[src/rtl/hdb3_restore.sv]
// HDB3 decoder back end: strips V/B substitutions from classified rail symbols,
// rebuilds NRZ data, flags line-code errors and tracks error count and lock.
module hdb3_restore #(
  parameter int unsigned ERR_CNT_W = 16,
  parameter int unsigned LOCK_N    = 64
) (
  input  logic                 clk,
  input  logic                 rst_n,
  input  logic                 sym_en,
  input  logic [1:0]           in_v1,
  input  logic [1:0]           in_v2,
  input  logic                 err_clr,
  output logic                 data_out,
  output logic                 data_vld,
  output logic                 code_err,
  output logic [ERR_CNT_W-1:0] err_cnt,
  output logic                 lock
);

  localparam int unsigned CLEAN_W = $clog2(LOCK_N + 1);
  localparam int unsigned ZRUN_W  = 3;

  typedef enum logic {ST_UNLOCK = 1'b0, ST_LOCK = 1'b1} state_e;

  state_e               state_q, state_d;
  logic [3:0]           s_q, s_d;
  logic                 data_q, data_d;
  logic                 vld_q, vld_d;
  logic                 cerr_q, cerr_d;
  logic [ERR_CNT_W-1:0] cnt_q, cnt_d;
  logic [ZRUN_W-1:0]    zrun_q, zrun_d;
  logic [CLEAN_W-1:0]   clean_q, clean_d;

  logic err_a_c, is_v_c, is_mark_c, is_space_c, err_b_c, err_c_c, err_any_c;

  // Symbol classification; illegal codes degrade to SPACE
  always_comb begin
    err_a_c    = (in_v1 == 2'b10) || (in_v2 == 2'b10) ||
                 ((in_v1 != 2'b00) && (in_v2 != 2'b00));
    is_v_c     = !err_a_c && ((in_v1 == 2'b11) || (in_v2 == 2'b11));
    is_mark_c  = !err_a_c && !is_v_c && ((in_v1 == 2'b01) || (in_v2 == 2'b01));
    is_space_c = !is_v_c && !is_mark_c;
    err_b_c    = is_v_c && (s_q[0] || s_q[1]);
    err_c_c    = is_space_c && (zrun_q >= ZRUN_W'(3));
    err_any_c  = err_a_c || err_b_c || err_c_c;
  end

  always_ff @(posedge clk or negedge rst_n) begin
    if (!rst_n) begin
      state_q <= ST_UNLOCK;
      s_q     <= '0;
      data_q  <= 1'b0;
      vld_q   <= 1'b0;
      cerr_q  <= 1'b0;
      cnt_q   <= '0;
      zrun_q  <= '0;
      clean_q <= '0;
    end else begin
      state_q <= state_d;
      s_q     <= s_d;
      data_q  <= data_d;
      vld_q   <= vld_d;
      cerr_q  <= cerr_d;
      cnt_q   <= cnt_d;
      zrun_q  <= zrun_d;
      clean_q <= clean_d;
    end
  end

  always_comb begin
    state_d = state_q;
    s_d     = s_q;
    data_d  = data_q;
    vld_d   = sym_en;
    cerr_d  = 1'b0;
    cnt_d   = cnt_q;
    zrun_d  = zrun_q;
    clean_d = clean_q;

    if (sym_en) begin
      data_d = s_q[3];
      // A V retires itself, its two zeros and the B/0 it pairs with
      s_d    = is_v_c ? 4'b0000 : {s_q[2:0], is_mark_c};
      if (is_space_c) begin
        zrun_d = (zrun_q == '1) ? zrun_q : zrun_q + ZRUN_W'(1);
      end else begin
        zrun_d = '0;
      end
      cerr_d = err_any_c;
      if (err_any_c && (cnt_q != '1)) begin
        cnt_d = cnt_q + ERR_CNT_W'(1);
      end

      case (state_q)
        ST_UNLOCK: begin
          if (err_any_c) begin
            clean_d = '0;
          end else begin
            clean_d = clean_q + CLEAN_W'(1);
            if (clean_q == CLEAN_W'(LOCK_N - 1)) begin
              state_d = ST_LOCK;
            end
          end
        end
        ST_LOCK: begin
          if (err_any_c) begin
            clean_d = '0;
            state_d = ST_UNLOCK;
          end else if (clean_q < CLEAN_W'(LOCK_N)) begin
            clean_d = clean_q + CLEAN_W'(1);
          end
        end
        default: state_d = ST_UNLOCK;
      endcase
    end

    // Clear wins over a same-cycle increment
    if (err_clr) begin
      cnt_d = '0;
    end
  end

  assign data_out = data_q;
  assign data_vld = vld_q;
  assign code_err = cerr_q;
  assign err_cnt  = cnt_q;
  assign lock     = (state_q == ST_LOCK);

endmodule

[config.mk]
export PLATFORM = sky130hd
export DESIGN_NAME = hdb3_restore
export DESIGN_NICKNAME = d
export VERILOG_FILES = /design/src/rtl/hdb3_restore.sv
export SDC_FILE = /design/constraint.sdc
export NUM_CORES = 1
export LEC_CHECK = 0
export ABC_AREA = 1
export CORE_MARGIN = 1
export CORE_UTILIZATION = 44
export CTS_CLUSTER_SIZE = 24
export DETAILED_ROUTE_END_ITERATION = 8
export PLACE_DENSITY = 0.66
export REMOVE_ABC_BUFFERS = 1
export SETUP_SLACK_MARGIN = 0.5
export SYNTH_ARGS = -nofsm -noshare
export SYNTH_HDL_FRONTEND = slang
export SYNTH_SLANG_ARGS = --single-unit
export TNS_END_PERCENT = 10
[constraint.sdc]
create_clock -name clk -period 2 [get_ports clk]
set_clock_uncertainty 0.2 [all_clocks]
set_input_delay 0.2 -clock clk [delete_from_list [all_inputs] [get_ports clk]]
set_output_delay 0.2 -clock clk [all_outputs]
set_load 0.05 [all_outputs]
Word level (Yosys, flattened, before mapping)
Index checks and enable logic that the tools add are counted.
Cells by class
  $add $sub $neg: 3
  muxes and demuxes: 15
  bitwise gates (word level): 1
  equal/unequal tests: 11
  $lt $le $gt $ge: 2
  reduce and logical (&&, ||, !) cells: 25
Operator list (count)
  16-bit two-way mux: 3
  7-bit two-way mux: 3
  16-bit by 1-bit adder with 16-bit output, second input constant: 1
  16-bit != test, second input constant: 1
  7-bit case mux with 2 select lines: 1
  2-bit equality test, second input constant: 4
  1-bit logical AND: 8
  2-bit nonzero test: 4
  7-bit by 1-bit adder with 7-bit output, second input constant: 1
  7-bit by 6-bit equality test with 1-bit output, second input constant: 1
  1-bit logical OR: 7
  7-bit < comparator, second input constant: 1
  3-bit two-way mux: 2
  2-bit AND reduction: 3
  2-bit by 1-bit equality test with 1-bit output, second input constant: 2
  1-bit two-way mux: 4
  4-bit two-way mux: 1
  3-bit by 1-bit adder with 3-bit output, second input constant: 1
  3-bit equality test, second input constant: 1
  3-bit by 2-bit greater-or-equal comparator with 1-bit output, second input constant: 1
  1-bit logical NOT: 3
  3-bit by 1-bit != test with 1-bit output, second input constant: 1
  2-bit != test, second input constant: 1
  1-bit case mux with 2 select lines: 1
  1-bit inverter: 1
Word-level totals
  register bits after elaboration: 34
  word-level logic and storage cells: 65

Depth between registers and ports, before layout
Gate-level depths: netlist of run 1.
  depth after elaboration: 16
  gate-level depth with buffers: 11
  depth with buffers taken out: 11

Worst setup path before layout of run 1
Ideal clock, no wire load.
  path type: register -> register
  from: register cnt_q[0] (netlist: err_cnt[0])
  to: register cnt_q[3] (netlist: err_cnt[3])
  stages on the path, launching flop included: 11
  data arrival time: 1.944 ns
  data required time: 1.734 ns
  slack: -0.210 ns
  path through: dfrtp_1 > ha_1 > nand2_1 > nor2_4 > nand3_4 > nor2_4 > nand3_4 > nand3_4 > buf_12 > nand3_1 > nand2_1
On the way
  cells in the longest elaborated chain, start to end: 4
  elaborated cells between the ends (all ways): 8
  those cells by class: add/sub (1); eq/ne (1); mux (3); reduce/logical (3)
Ends and longest elaborated chain
  from (decl): line 30  | logic [ERR_CNT_W-1:0] cnt_q, cnt_d;
  from (signal assigned): line 64  | cnt_q <= cnt_d;
  16-bit by 1-bit adder with 16-bit output or 16-bit != test (tied branches): line 91, 90
  16-bit two-way mux or 1-bit logical AND (tied branches): line 90  | if (err_any_c && (cnt_q != '1)) begin
  16-bit two-way mux or 2-bit nonzero test (tied branches)
  16-bit two-way mux or 2-bit AND reduction (tied branches)
Several ways; a longest one is shown, not always the timed one. The select of a mux whose other input is x is not followed.
A chain may end at the register's enable or synchronous reset.

Worst setup path in the final report of run 1
  from: register zrun_q[0]
  to: register cnt_q[9] (netlist: err_cnt[9])
On the way
  cells in the longest elaborated chain, start to end: 6
Ends and longest elaborated chain
  from (decl): line 31  | logic [ZRUN_W-1:0] zrun_q, zrun_d;
  from (signal assigned): line 65  | zrun_q <= zrun_d;
  3-bit by 2-bit greater-or-equal comparator with 1-bit output: line 44  | err_c_c = is_space_c && (zrun_q >= ZRUN_W'(3));
  1-bit logical AND: line 44
  1-bit logical OR: line 45  | err_any_c = err_a_c || err_b_c || err_c_c;
  1-bit logical AND: line 90
  2-bit nonzero test (no source line)
  2-bit AND reduction (no source line)
No other way between the ends.

==> run metrics, run 1 <==
Setup TNS=0 ns; Final setup violation count=0; Yosys reg bits=34; failing checks=design-rule violations; layout cell share with drive strength beyond 1=24.0%; synth warn=0; Yosys cell types=29; Cell Rows=24; Primary FF master, synth=dfrtp_1; Hold WC Path Type=in -> async; Buf/Inv on CP=1; drt drc=2; crit-path max FO=7; crit-path max cell delay=0.42 ns; final setup margin=0.215 ns; Critical Path Start Type=flop; DRT iter0 DRCs=145; Starting Density=46.6%; synthesized area per cell=7.48 µm²; GPL Wtd Cong=0.846; Reg2Reg Setup Slack=0.21 ns; CP Cell Sequence=ha_4 -> ha_4 -> nor2_1 -> nand2_1 -> nand3_2 -> nand2_4 -> nand2_2 -> nand2_2 -> buf_6 -> nand3_2 -> nand2_1; sequential area share after synthesis=41.0%; vias in the first global route=1865; clock tree buffer depth=2; P_leak=0.00135 µW; period utilisation layout=89.3%; worst reg-to-reg path cell count=11; Synth top cells by count=nand2_1 (80), nand3_1 (42), dfrtp_1 (34); Crit path depth=11; Final Core Density=63.3%; crit path kind=reg -> reg; antenna viol nets, final=0; Clock Pin Slew Worst Setup and Hold Paths=0.07 ns; RSZ-0062 raised after global routing=true; initial antenna violation count=0; DRT Pass-1 Iters=6; CP startpoint=zrun_q[0]$_DFFE_PN0P_; via/cell ratio=5.15; DR WL/cell=12.7 µm; Crit path max-delay family=simple AND/OR/NAND/NOR gates; Boundary Pins=28; CP arrival=1.77 ns; clock sinks=34; Slew headroom=67.4%; fin crit period=1.79 ns; top post-synthesis cells by area=dfrtp_1 (41%), nand2_1 (14%), nand3_1 (10%); core area=4440 µm²; peak supply drop=0.000542 V; nets@finish=345; Port Buffers=27; H-tree Lvls=2; Post-CTS Hold Fix Bufs=0; max-cap violations=0; die area=4990 µm²; Reg2Reg Launch Point=zrun_q[0]$_DFFE_PN0P_; Fin. Hold Viols=0; status=finished, violations left; RR Endpoint=err_cnt[9]$_DFFE_PN0P_; Overall Global Routing Usage=21.2%; Synth top area share=41.0%; first-pass GRT wire length=8280 µm; Critical path destination=err_cnt[9]$_DFFE_PN0P_; HPWL after DPL=3290 µm; asr flop ratio synth=100%; Remaining Overflow, GRT=0; via count=1984; Synth Instances=277; CP max stage cell=dfrtp_1; Worst Setup End Kind=flop; area leader, netlist=dfrtp_1; Slew Limit Fails=0; Pwr Total=2120 µW; largest net degree at the start of global routing=35; CTS root buffer=clkbuf_8; Num CTS Buffers=5; dpl ws=0.00475 ns; Fmax achieved=560 MHz; Worst Tran Pin Value=0.491 ns; width of the die=70.6 µm; Die Height=70.6 µm; worst skew pair latency=0.29 ns; Hold Slack=0.112 ns; number of inserted diodes=0; EDFF count, synth=0; CTS tree=yes; Post-Route WL=4900 µm; most frequent cell after synthesis=nand2_1; synth-to-layout area growth=35.6%; power per cell area=753 nW/µm²; mapped cell area=2070 µm²; CP required=1.99 ns
[state kept, by name (all words and copies together), names as in the netlist]
signal    count
clean_q       7
code_err      1
data_out      1
err_cnt      16
zrun_q        3
data_vld      1
s_q           4
lock          1
[cell type report]
cell class | instances | area [µm²]
timing repair buffer | 53 | 433
clock inverter | 2 | 60.1
sequential | 34 | 853
fill | 383 | 1630
inverter | 24 | 90.1
multi-input combinational | 214 | 1230
tap | 52 | 65.1
clock buffer | 6 | 82.6
[layer usage]
layer  share of wire (%)  wire, µm  global-route usage (%)  vias up
met2                  47      2300                    34.7       46
met5                   0         0                       0        -
li1                    -         -                       -     1012
met3                 4.1       202                    5.98       10
met1                  47      2300                    26.8      916
met4                 2.0        99                    7.78        0
[stage by stage]
| step | cells | cell area [µm²] |
|---|---|---|
| 2_1_floorplan | 271 | 2030 |
| 3_3_place_gp | 367 | 2470 |
| 3_5_place_dp | 367 | 2470 |
| 4_1_cts | 380 | 2700 |
| 5_1_grt | 385 | 2810 |
| 6_report | 385 | 2810 |
[worst min-delay path by stage]
stage	startpoint	to	slack (ns)	cells past startpoint
after global placement	data_out$_DFFE_PN0P_	data_out$_DFFE_PN0P_	0.27	2
after global routing	rst_n	zrun_q[2]$_DFFE_PN0P_	0.16	2
after detailed placement	data_out$_DFFE_PN0P_	data_out$_DFFE_PN0P_	0.27	2
after floorplan	rst_n	clean_q[0]$_DFFE_PN0P_	-0.30	0
final	rst_n	clean_q[4]$_DFFE_PN0P_	0.11	2
after CTS	rst_n	zrun_q[2]$_DFFE_PN0P_	0.13	2
[layout by cell type (no fill, tap or decap), drive strengths merged]
master | netlist | layout
nand4 | 5 | 5
clkinv | 1 | 1
o31ai | 1 | 1
ha | 5 | 5
and2 | 1 | 1
buf | 4 | 37
nor2 | 36 | 36
or2 | 1 | 1
inv | 23 | 23
nor3 | 5 | 5
dfrtp | 34 | 34
nor3b | 1 | 1
o21bai | 1 | 1
o21ai | 12 | 12
a31o | 1 | 1
xor2 | 8 | 8
bufinv | 0 | 2
dlygate4sd2 | 0 | 9
clkbuf | 2 | 6
a21oi | 5 | 5
xnor2 | 2 | 2
clkdlybuf4s50 | 0 | 7
nand3 | 48 | 49
nand2 | 81 | 81
[power breakdown]
group          switching (µW)  internal [µW]
clock network             266            532
logic                     309            218
registers                52.3            740
[worst reg2reg max path, stage by stage, from the launching register on]
cell and delay (ns):
dfrtp_1 0.42, ha_4 0.19, ha_4 0.15, nor2_1 0.10, nand2_1 0.07, nand3_2 0.09, nand2_4 0.07, nand2_2 0.07
nand2_2 0.06, buf_6 0.15, nand3_2 0.06, nand2_1 0.05
[what timing repair did]
| action | 4_1_cts | 5_1_grt |
|---|---|---|
| pin swaps | 7 | 10 |
| resized for setup | 36 | 16 |
| gates cloned | 1 | 0 |
| setup endpoints to repair | 36 | 37 |
| setup buffers | 4 | 5 |
[cell families (layout without fill, tap and decap cells)]
logic type                 count (synthesis)  after routing  share of synthesized area [%]
AOI/OAI and AO/OA                         20             20                           5.25
xor gates and xnor gates                  10             10                           4.22
adders and majority gates                  5              5                           3.02
buffers and inverters                     30             85                           6.52
DFF                                       34             34                           41.0
and+or+nand+nor                          178            179                           40.0
No activity file was read; power rests on OpenSTA's default activity.
==> run 2: changes to the inputs <==
Settings changed: GPL_TIMING_DRIVEN from default to 0.
==> run metrics, run 2 (same netlist as run 1, synthesis figures left out) <==
fin area=2770 µm²; fin crit period=1.85 ns; number of inserted diodes=0; Num CTS Buffers=5; power per cell area=764 nW/µm²; P_leak=0.00136 µW; Final setup violation count=0; clock tree buffer depth=2; Boundary Pins=28; CTS tree=yes; peak supply drop=0.000376 V; Buf/Inv on CP=1; Seq pwr share=37.3%; combinational share of power=24.6%; CP max stage cell=dfrtp_1; Clock Pin Slew Worst Setup and Hold Paths=0.07 ns; largest net degree at the start of global routing=35; dpl ws=-0.787 ns; period utilisation layout=92.6%; HPWL after DPL=3020 µm; Worst Setup End Kind=flop; Slew Limit Fails=0; Hold WC Path Type=reg -> reg; CP Cell Sequence=ha_4 -> ha_4 -> nor2_2 -> nand2_1 -> nand3_2 -> nand2_4 -> buf_12 -> nand3_4 -> nand3_2 -> nand2_1; first-pass GRT wire length=8220 µm; DRT Pass-1 Iters=6; Final Core Density=62.3%; via count=1956; vias in the first global route=1751; Post-Route WL=5040 µm; GPL Wtd Cong=0.809; CTS root buffer=clkbuf_8; Overall Global Routing Usage=21.2%; Remaining Overflow, GRT=0; commonest non-fill, non-tap cells in the layout=nand2_1 (73), dfrtp_1 (34), nand3_1 (33); Clock power frac=38.0%; drt drc=2; crit-path max cell delay=0.40 ns; Cell Rows=24; RSZ-0062 raised after global routing=true; final setup margin=0.148 ns; Hold Slack=0.273 ns; crit-path max FO=8; nets@finish=336; Slew headroom=49.0%; Port Buffers=27; Fmax achieved=540 MHz; sw frac=30.4%; Setup TNS=0 ns; DR WL/cell=13.4 µm; synth-to-layout area growth=33.5%; core area=4440 µm²; initial antenna violation count=0; Net Sw Power=643 µW; crit path kind=reg -> reg; Die Height=70.6 µm; worst skew pair latency=0.29 ns; Placement Cell Area=2360 µm²; Critical Path Start Type=flop; layout cell share with drive strength beyond 1=18.2%; via/cell ratio=5.20; max-cap violations=0; Fin. Hold Viols=0; # fillers=387; antenna viol nets, final=0; internal power=1470 µW; clock sinks=34; Crit path max-delay family=simple AND/OR/NAND/NOR gates; status=finished, violations left; Starting Density=46.6%; most common cell after layout, fill and taps aside=nand2_1; CP arrival=1.84 ns; width of the die=70.6 µm; DRT iter0 DRCs=141; H-tree Lvls=2; die area=4990 µm²; CP required=1.99 ns; Worst Tran Pin Value=0.766 ns; failing checks=design-rule violations; max reg flops=16
run 2: cell count changes in the layout (fill, tap and decap cells not counted), sizes merged:
cell           delta
clkdlybuf4s15     +1
clkdlybuf4s50     -1
dlygate4sd2      +10
buf              -21
nand2             +1
dlygate4sd3       +1
run 2: worst reg2reg max path, cell delays in order, from the launching register on:
cell,delay [ns]
dfrtp_1,0.40
ha_4,0.16
ha_4,0.12
nor2_2,0.03
nand2_1,0.08
nand3_2,0.10
nand2_4,0.15
buf_12,0.13
nand3_4,0.18
nand3_2,0.15
nand2_1,0.05
run 2: final cells by class:
class / instances / area (µm²) / share of cell area (%)
Clock inverter: 2 / 60.1 / 2.17
Sequential cell: 34 / 851 / 30.7
Clock buffer: 6 / 82.6 / 2.98
Multi-Input combinational cell: 215 / 1230 / 44.6
Timing Repair Buffer: 43 / 380 / 13.7
Tap cell: 52 / 65.1 / 2.35
Inverter: 24 / 95.1 / 3.44
run 2: power by group through the flow:
stage / combinational (µW) / clock (µW) / sequential, µW
finish: 521 / 804 / 789
global route: 576 / 843 / 794
CTS: 475 / 811 / 782
detailed placement: 370 / 0 / 801
global placement: 365 / 0 / 801
floorplan: 175 / 0 / 864
run 2: stage by stage:
stage / total power, µW / cells
floorplan: 1040 / 271
global placement: 1170 / 350
detailed placement: 1170 / 350
CTS: 2070 / 370
global route: 2210 / 376
finish: 2110 / 376
run 2: worst paths after layout:
path / from / to / slack (ns) / cells past startpoint
worst max-delay path: zrun_q[1]$_DFFE_PN0P_ / err_cnt[14]$_DFFE_PN0P_ / 0.15 / 10
worst min-delay path: data_out$_DFFE_PN0P_ / data_out$_DFFE_PN0P_ / 0.27 / 2
max in group asynchronous: rst_n / s_q[2]$_DFFE_PN0P_ / 0.79 / 2
min in group asynchronous: rst_n / clean_q[6]$_DFFE_PN0P_ / 0.31 / 2
worst min register to register: data_out$_DFFE_PN0P_ / data_out$_DFFE_PN0P_ / 0.27 / 2
worst max register to register: zrun_q[1]$_DFFE_PN0P_ / err_cnt[14]$_DFFE_PN0P_ / 0.15 / 10
run 2: what timing repair did:
action | in CTS | in global routing
pin swaps | 9 | 9
setup endpoints to repair | 47 | 48
hold buffers | 1 | 0
gates cloned | 2 | 0
buffers inserted | 9 | 6
gates resized for setup | 42 | 12
endpoints found under the hold margin | 34 | 0
run 2: routing by layer:
metal  share of wire [%]  global-route usage (%)
met1                  46                    27.9
met2                  49                    34.4
met3                 3.9                    4.99
met4                 1.5                    7.33
met5                   0                       0
==> run 3: changes to the inputs <==
==> constraint.sdc (replaced) <==
create_clock -name clk -period 2 [get_ports clk]
set_clock_uncertainty 0.2 [all_clocks]
set_input_delay 0.2 -clock clk [delete_from_list [all_inputs] [get_ports clk]]
set_output_delay 0.2 -clock clk [all_outputs]
set_load 0.02 [all_outputs]
==> run metrics, run 3 (same netlist as run 1, synthesis figures left out) <==
Worst Tran Pin Value=0.770 ns; via/cell ratio=5.19; largest net degree at the start of global routing=35; via count=1955; CP required=2.03 ns; Final setup violation count=0; Slew headroom=48.7%; GPL Wtd Cong=0.809; DR WL/cell=13.3 µm; vias in the first global route=1759; Post-Route WL=5030 µm; status=finished, violations left; CTS tree=yes; period utilisation layout=92.0%; CP arrival=1.87 ns; synth-to-layout area growth=34.6%; width of the die=70.6 µm; Num CTS Buffers=5; Slew Limit Fails=0; max-cap violations=0; first-pass GRT wire length=8210 µm; worst skew pair latency=0.29 ns; CTS root buffer=clkbuf_8; antenna viol nets, final=0; placed cell count=350; RSZ-0062 raised after global routing=true; Remaining Overflow, GRT=0; Clock Pin Slew Worst Setup and Hold Paths=0.07 ns; nets@finish=337; commonest non-fill, non-tap cells in the layout=nand2_1 (74), nand3_1 (34), dfrtp_1 (34); failing checks=design-rule violations; Fmax achieved=543 MHz; Port Buffers=27; peak supply drop=0.000375 V; DRT iter0 DRCs=158; power per cell area=743 nW/µm²; Cell Rows=24; layout cell share with drive strength beyond 1=17.8%; most common cell after layout, fill and taps aside=nand2_1; Placement Cell Area=2360 µm²; clock sinks=34; Fin. Hold Viols=0; number of inserted diodes=0; Non-Filler Instances=377; Worst Setup End Kind=flop; die area=4990 µm²; max reg flops=16; crit path kind=reg -> reg; HPWL after DPL=3020 µm; Pwr Total=2070 µW; drt drc=2; fin area=2790 µm²; fin crit period=1.84 ns; H-tree Lvls=2; Hold WC Path Type=reg -> reg; core area=4440 µm²; Overall Global Routing Usage=21.1%; clock tree buffer depth=2; P_leak=0.00128 µW; # fillers=390; Starting Density=46.6%; Die Height=70.6 µm; crit-path max FO=8; Critical Path Start Type=flop; DRT Pass-1 Iters=7; initial antenna violation count=0; Boundary Pins=28
run 3: what timing repair did:
action | 4_1_cts | 5_1_grt
hold buffers | 1 | 0
gates resized for setup | 24 | 10
endpoints found under the hold margin | 34 | 0
pin swaps | 9 | 8
cloned | 2 | 0
buffers inserted | 11 | 5
endpoints found under the setup margin | 47 | 48
run 3: critical path, cell delays in order, from the launching register on:
cell,delay [ns]
dfrtp_1,0.42
ha_4,0.18
ha_4,0.15
nor2_2,0.07
nand2_1,0.07
nand3_2,0.10
nand2_4,0.10
buf_12,0.15
nand3_4,0.17
nand3_2,0.10
nand2_1,0.06
run 3: power by group:
group	internal [µW]	total [µW]	switching (µW)
Sequential	739	790	50.4
Combinational	208	482	274
Clock	532	802	271
run 3: metrics by stage:
stage / hold slack [ns] / utilization (%) / TNS, ns / setup slack, ns
after floorplan: -0.296 / - / 0 / 0.108
after global placement: 0.266 / 53.2 / -20.11 / -0.786
final: 0.275 / 62.8 / 0 / 0.160
after detailed placement: 0.125 / 53.1 / -11.64 / -0.787
after CTS: 0.281 / 60.8 / 0 / 0.181
after global routing: 0.299 / 62.8 / 0 / 0.0697
run 3: final cells by class:
cell class              instances  area [µm²]  share of cell area [%]
multi-input cells             215        1230                    43.9
clock buffers                   6        82.6                    2.96
repair buffers                 44         410                    14.7
inverters                      24        95.1                    3.41
clock inverters                 2        60.1                    2.15
well taps                      52        65.1                    2.33
flip-flops and latches         34         851                    30.5
run 3: final timing paths:
check | start | endpoint | slack [ns] | depth (start not counted)
worst max register to register | zrun_q[1]$_DFFE_PN0P_ | err_cnt[5]$_DFFE_PN0P_ | 0.16 | 10
worst max-delay path | zrun_q[1]$_DFFE_PN0P_ | err_cnt[5]$_DFFE_PN0P_ | 0.16 | 10
min in group asynchronous | rst_n | clean_q[6]$_DFFE_PN0P_ | 0.32 | 2
worst min register to register | s_q[3]$_DFFE_PN0P_ | data_out$_DFFE_PN0P_ | 0.28 | 2
worst min-delay path | s_q[3]$_DFFE_PN0P_ | data_out$_DFFE_PN0P_ | 0.28 | 2
max in group asynchronous | rst_n | s_q[2]$_DFFE_PN0P_ | 0.79 | 2
run 3: routing by layer:
metal / vias to the layer above / GRT usage [%] / part of all wire (%)
li1: 1003 / - / -
met1: 913 / 27.8 / 47
met2: 32 / 34.4 / 48
met3: 7 / 4.99 / 3.6
met4: 0 / 7.33 / 1.6
met5: - / 0 / 0
